<file path="src/rtl/ttc_timer_counter_param13.sv">
// ttc_timer_counter_param13 - parametrised TTC timer/counter channel.
// Width-configurable counter with N_MATCH comparators, linear prescaler,
// interval/overflow modes, one-shot and restart.
// Optional feature: define TTC_DOWNCOUNT_EN to implement down counting
// (cntr_ctrl bit2); without it the bit reads 0 and the counter is up-only.
module ttc_timer_counter_param13 #(
  parameter int CNT_W   = 16,
  parameter int N_MATCH = 3,
  parameter int PRE_W   = 8
) (
  input  logic                       pclk13,
  input  logic                       p_reset13,
  input  logic                       reg_wr13,
  input  logic [3:0]                 reg_addr13,
  input  logic [CNT_W-1:0]           pwdata13,
  input  logic                       clear_interrupt13,
  output logic [PRE_W:0]             clk_ctrl_reg13,
  output logic [5:0]                 cntr_ctrl_reg13,
  output logic [CNT_W-1:0]           counter_val13,
  output logic [CNT_W-1:0]           interval_reg13,
  output logic [N_MATCH*CNT_W-1:0]   match_reg13,
  output logic [N_MATCH+1:0]         interrupt_en_reg13,
  output logic [N_MATCH+1:0]         interrupt_reg13,
  output logic                       interrupt13
);
  localparam int NI = N_MATCH + 2;

  logic [PRE_W:0]     r_clk;
  logic [5:0]         r_ctrl;
  logic [CNT_W-1:0]   r_cnt;
  logic [CNT_W-1:0]   r_interval;
  logic [NI-1:0]      r_en;
  logic [NI-1:0]      r_int;
  logic               r_irq;
  logic [PRE_W-1:0]   r_pre;

  logic [PRE_W:0]     w_clk_wd;
  logic [NI-1:0]      w_en_wd;
  logic               w_pre_hit;
  logic               w_tick;
  logic               w_restart;
  logic               w_wr_dec;
  logic [CNT_W-1:0]   w_restart_val;
  logic [CNT_W-1:0]   w_cnt_nxt;
  logic               w_iv;
  logic               w_ov;
  logic [N_MATCH-1:0] w_hit;
  logic [NI-1:0]      w_evt;

  // Write data zero-extended/truncated to the clk_ctrl and enable fields
  for (genvar gi = 0; gi <= PRE_W; gi++) begin : g_clkwd
    if (gi < CNT_W) begin : g_b
      assign w_clk_wd[gi] = pwdata13[gi];
    end else begin : g_z
      assign w_clk_wd[gi] = 1'b0;
    end
  end
  for (genvar gi = 0; gi < NI; gi++) begin : g_enwd
    if (gi < CNT_W) begin : g_b
      assign w_en_wd[gi] = pwdata13[gi];
    end else begin : g_z
      assign w_en_wd[gi] = 1'b0;
    end
  end

  assign w_pre_hit = (r_pre == r_clk[PRE_W:1]);
  assign w_tick    = !r_ctrl[0] && (!r_clk[0] || w_pre_hit);
  assign w_restart = reg_wr13 && (reg_addr13 == 4'd1) && pwdata13[4];

`ifdef TTC_DOWNCOUNT_EN
  assign w_wr_dec      = pwdata13[2];
  assign w_restart_val = !pwdata13[2] ? '0 : (pwdata13[1] ? r_interval : '1);
`else
  assign w_wr_dec      = 1'b0;
  assign w_restart_val = '0;
`endif

  // Next count and wrap events for one tick, from the current mode bits
  always_comb begin
    w_cnt_nxt = r_cnt;
    w_iv      = 1'b0;
    w_ov      = 1'b0;
`ifdef TTC_DOWNCOUNT_EN
    if (r_ctrl[2]) begin
      if (r_cnt == '0) begin
        if (r_ctrl[1]) begin
          w_cnt_nxt = r_interval;
          w_iv      = 1'b1;
        end else begin
          w_cnt_nxt = '1;
          w_ov      = 1'b1;
        end
      end else begin
        w_cnt_nxt = r_cnt - CNT_W'(1);
      end
    end else
`endif
    begin
      if (r_ctrl[1] && (r_cnt == r_interval)) begin
        w_cnt_nxt = '0;
        w_iv      = 1'b1;
      end else if (r_cnt == '1) begin
        w_cnt_nxt = '0;
        w_ov      = 1'b1;
      end else begin
        w_cnt_nxt = r_cnt + CNT_W'(1);
      end
    end
  end

  // Match comparators: one register and compare per channel
  for (genvar gk = 0; gk < N_MATCH; gk++) begin : g_match
    logic [CNT_W-1:0] r_m;
    // Match register k write
    always_ff @(posedge pclk13) begin
      if (p_reset13)
        r_m <= '0;
      else if (reg_wr13 && (reg_addr13 == 4'(gk + 3)))
        r_m <= pwdata13;
    end
    assign w_hit[gk] = r_ctrl[3] && (w_cnt_nxt == r_m);
    assign match_reg13[gk*CNT_W +: CNT_W] = r_m;
  end

  // A restart in the same cycle swallows the tick and all its events
  assign w_evt = (w_tick && !w_restart) ? {w_ov, w_hit, w_iv} : '0;

  // Counter, prescaler, control/status registers and interrupt line
  always_ff @(posedge pclk13) begin
    if (p_reset13) begin
      r_clk      <= '0;
      r_ctrl     <= 6'h01;
      r_cnt      <= '0;
      r_interval <= '0;
      r_en       <= '0;
      r_int      <= '0;
      r_irq      <= 1'b0;
      r_pre      <= '0;
    end else begin
      if (!r_ctrl[0])
        r_pre <= (r_clk[0] && !w_pre_hit) ? r_pre + PRE_W'(1) : '0;
      if (w_tick) begin
        r_cnt <= w_cnt_nxt;
        if (r_ctrl[5] && (w_iv || w_ov))
          r_ctrl[0] <= 1'b1;
      end
      r_int <= (clear_interrupt13 ? '0 : r_int) | w_evt;
      r_irq <= |(r_int & r_en);
      if (reg_wr13) begin
        case (reg_addr13)
          4'd0:  r_clk <= w_clk_wd;
          4'd1: begin
            r_ctrl <= {pwdata13[5], 1'b0, pwdata13[3], w_wr_dec, pwdata13[1:0]};
            if (pwdata13[4]) begin
              r_cnt <= w_restart_val;
              r_pre <= '0;
            end
          end
          4'd2:  r_interval <= pwdata13;
          4'd14: r_en <= w_en_wd;
          default: ;
        endcase
      end
    end
  end

  assign clk_ctrl_reg13     = r_clk;
  assign cntr_ctrl_reg13    = r_ctrl;
  assign counter_val13      = r_cnt;
  assign interval_reg13     = r_interval;
  assign interrupt_en_reg13 = r_en;
  assign interrupt_reg13    = r_int;
  assign interrupt13        = r_irq;
endmodule
</file>
<file path="config.mk">
export PLATFORM = sky130hd
export DESIGN_NAME = ttc_timer_counter_param13
export DESIGN_NICKNAME = d
export VERILOG_FILES = /design/src/rtl/ttc_timer_counter_param13.sv
export SDC_FILE = /design/constraint.sdc
export NUM_CORES = 1
export LEC_CHECK = 0
export CAP_MARGIN = 40
export CORE_MARGIN = 5
export CORE_UTILIZATION = 35
export CTS_CLUSTER_DIAMETER = 100
export CTS_CLUSTER_SIZE = 8
export DETAILED_ROUTE_END_ITERATION = 10
export GPL_TIMING_DRIVEN = 0
export PLACE_DENSITY = 0.61
export SLEW_MARGIN = 5
export SYNTH_ARGS = -nofsm -noshare
export SYNTH_HDL_FRONTEND = slang
export SYNTH_SLANG_ARGS = --single-unit
</file>
<file path="constraint.sdc">
create_clock -name pclk13 -period 4.4 [get_ports pclk13]
set_input_delay 0.66 -clock pclk13 [delete_from_list [all_inputs] [get_ports pclk13]]
set_output_delay 0.66 -clock pclk13 [all_outputs]
set_load 0.02 [all_outputs]
</file>
==> impl_metrics.ini <==
[routing]
ant_nets = 0
drt_iter0_markers = 585
wl_um = 22900
wire_per_inst_um = 20.9
drc = 0
vias_per_cell = 5.49
vias = 6030
first_pass_iters = 6

[clock_network]
clk_pin_slew_ns = 0.07
hold_buffers = 0
post-cts-setup-buffers = 0
cts_buffers = 9
cts_max_level = 3
cts.sinks = 112
clock_latency_ns = 0.36
clock-root-buffer = clkbuf_16
ctsLongestPathBuffers = 2
cts_tree = done
ctsResizeCount = 0

[global_routing]
antenna_found_initial = 0
use_met2_pct = 35.1
grt_pass1_vias = 5556
met3_usage_pct = 3.90
use_met1_pct = 32.2
grt_pass1_wl_um = 34400
grt_start_max_net_pins = 17
grt_remaining_overflow = 0
grt_busiest_layer = met2
grt.total_usage_pct = 23.2

[worst_hold_path]
min_path_type = reg -> reg

[timing]
final-setup-viol-count = 0
finalCritPeriodShare_pct = 74.1
rsz0062_at_grt = false
worstMarginPinSlew_ns = 0.888
timing.slew.headroom_pct = 40.4
finClkSkew_ns = 0.00597
period_minus_slack_ns = 3.26
slew_viol_final = 0
hold_violations = 0
fin_ws_ns = 1.14
max_freq_ghz = 0.307
setup-tns-final_ns = 0

[worst_setup_path]
startpoint_type = flip-flop
crit_path_max_fanout = 10
required_ns = 4.68
r2r-start = counter_val13[1]
rr_worst_depth = 10
cp-endpoint = interrupt_reg13[1]
endpoint_kind = flip-flop
cp-startpoint = counter_val13[1]
r2r_setup_slack_ns = 1.14
cp.arrival_ns = 3.54
r2r_end = interrupt_reg13[1]
path_class = reg -> reg

[layout]
area_growth_pct = 31.9
layoutNonFillerInstCount = 1099
final_common_cell = nand2_1
layout-drive-gt1-share_pct = 5.92
fillers = 1675
layout.nets = 901
antenna_cells = 0
final_cell_mix = nand2_1, clkdlybuf4s50_1, dfxtp_1
final_area_um2 = 7660

[placement]
dpl.cell_count = 1084
placed_cell_area_um2 = 7380
io_buffers = 126
dp_slack_ns = 1.04
hpwlAfterDp_um = 17300
routabilityCongestion = 0.987

[logic_synthesis]
yosysTopAreaCellShare_pct = 38.6
synthCells = 734
yosys.area.top_type = dfxtp_1
ys_async_sr_fraction_pct = 0
synth_area_leaders = dfxtp_1, nand2_1, a21oi_1
ys_warn_count = 0
ys_seq_elements = 112
yosysSeqAreaShare_pct = 38.6
synth_edf_count = 0
ys.flop_type = dfxtp_1
synth_cell_types = 65
avgSynthCellArea_um2 = 7.92
netlist_area_um2 = 5810

[die]
start_util_pct = 35.3
die_w_um = 139
num_rows = 47
dieHeight_um = 139
ioPinCount = 130
core_area_um2 = 16500
die_area_um2 = 19300

[power]
total_power_mw = 2.04
power.density_nw_per_um2 = 266
seqPwrFrac_pct = 51.0
leakagePower_nw = 2.65
power_switching_uw = 499
combPwrFrac_pct = 8.2
power.internal_mw = 1.54
p_clk_share_pct = 40.8
switching_share_pct = 24.5
irDropWorstVdd_uv = 181

[run_status]
status = completed

[job]
max_cap_violations = 0
## power groups by stage
| stage | Combinational [mW] | Clock, mW | Sequential (mW) |
|---|---|---|---|
| 6_report | 0.167 | 0.831 | 1.04 |
| 5_1_grt | 0.178 | 0.881 | 1.04 |
| 4_1_cts | 0.166 | 0.845 | 1.04 |
| 3_5_place_dp | 0.166 | 0 | 1.06 |
| 3_3_place_gp | 0.165 | 0 | 1.06 |
| 2_1_floorplan | 0.0665 | 0 | 1.07 |
## layer usage
metal	up-vias	routed length, um
met5	-	0
met4	0	1010
met3	61	1690
met2	290	9930
met1	2826	10300
li1	2853	-
## per-stage QoR
stage | utilization [%] | hold slack (ns)
floorplan | - | 0.499
global placement | 44.7 | 0.488
detailed placement | 44.8 | 0.486
CTS | 46.6 | 0.496
global route | 46.6 | 0.513
finish | 46.6 | 0.492
## worst min-delay path by stage
stage                             startpoint                 end  slack [ns]  cells past startpoint
after floorplan                     r_pre[7]            r_pre[7]        0.50                      2
after global placement     interval_reg13[5]   interval_reg13[5]        0.49                      2
after detailed placement  interval_reg13[11]  interval_reg13[11]        0.49                      2
after CTS                 interval_reg13[11]  interval_reg13[11]        0.50                      2
after global routing       interval_reg13[2]   interval_reg13[2]        0.51                      2
final                      interval_reg13[4]   interval_reg13[4]        0.49                      2
## logic make-up after synthesis
group	Yosys count	synth area share, %
AOI/OAI and AO/OA	170	17.6
xor gates and xnor gates	60	9.43
adders and majority gates	2	0.431
buffers and inverters	51	3.75
DFF	112	38.6
muxes	19	3.32
other	1	0.0645
and+or+nand+nor	319	26.9
## worst max-delay path, cell delays in order (launching register included)
cell	delay, ns
dfxtp_1	0.55
ha_1	0.45
nand4_4	0.23
nor2_2	0.24
nand2_1	0.32
o21ai_4	0.25
buf_2	0.34
a21oi_1	0.07
o32ai_1	0.33
nand4_1	0.15
o31ai_1	0.23
## registers in the layout, summed over array words and instances (netlist names)
| signal | count |
|---|---|
| clk_ctrl_reg13 | 9 |
| cntr_ctrl_reg13 | 4 |
| counter_val13 | 16 |
| g_match.r_m | 48 |
| interrupt13 | 1 |
| interrupt_en_reg13 | 5 |
| interrupt_reg13 | 5 |
| interval_reg13 | 16 |
| r_pre | 8 |
## layout make-up
class / count / area, um^2 / area share (%)
buffer: 42 / 184 / 2.40
clock buffer: 11 / 243 / 3.17
clock inverter: 4 / 45.0 / 0.588
inverter: 9 / 33.8 / 0.441
multi-input combinational: 572 / 3360 / 43.8
sequential: 112 / 2240 / 29.3
tap: 220 / 275 / 3.59
timing repair buffer: 129 / 1290 / 16.8
## synth_stat cells, types with 4 or more instances
cell / count
o32ai_1: 8
mux2i_1: 17
xor2_1: 19
nand3b_1: 5
o31ai_1: 6
clkbuf_1: 25
xnor2_1: 38
nor3_1: 17
and2_1: 4
nor2_1: 46
nand3_1: 19
inv_1: 9
nor4b_1: 5
a22oi_1: 5
nor4_1: 4
or3_1: 4
o22ai_1: 4
o21ai_0: 17
buf_2: 12
dfxtp_1: 112
a21oi_1: 95
nand2_1: 169
nor3b_1: 5
nand4_1: 15
a31oi_1: 6
Note: power is estimated with default switching activity, not from simulation.
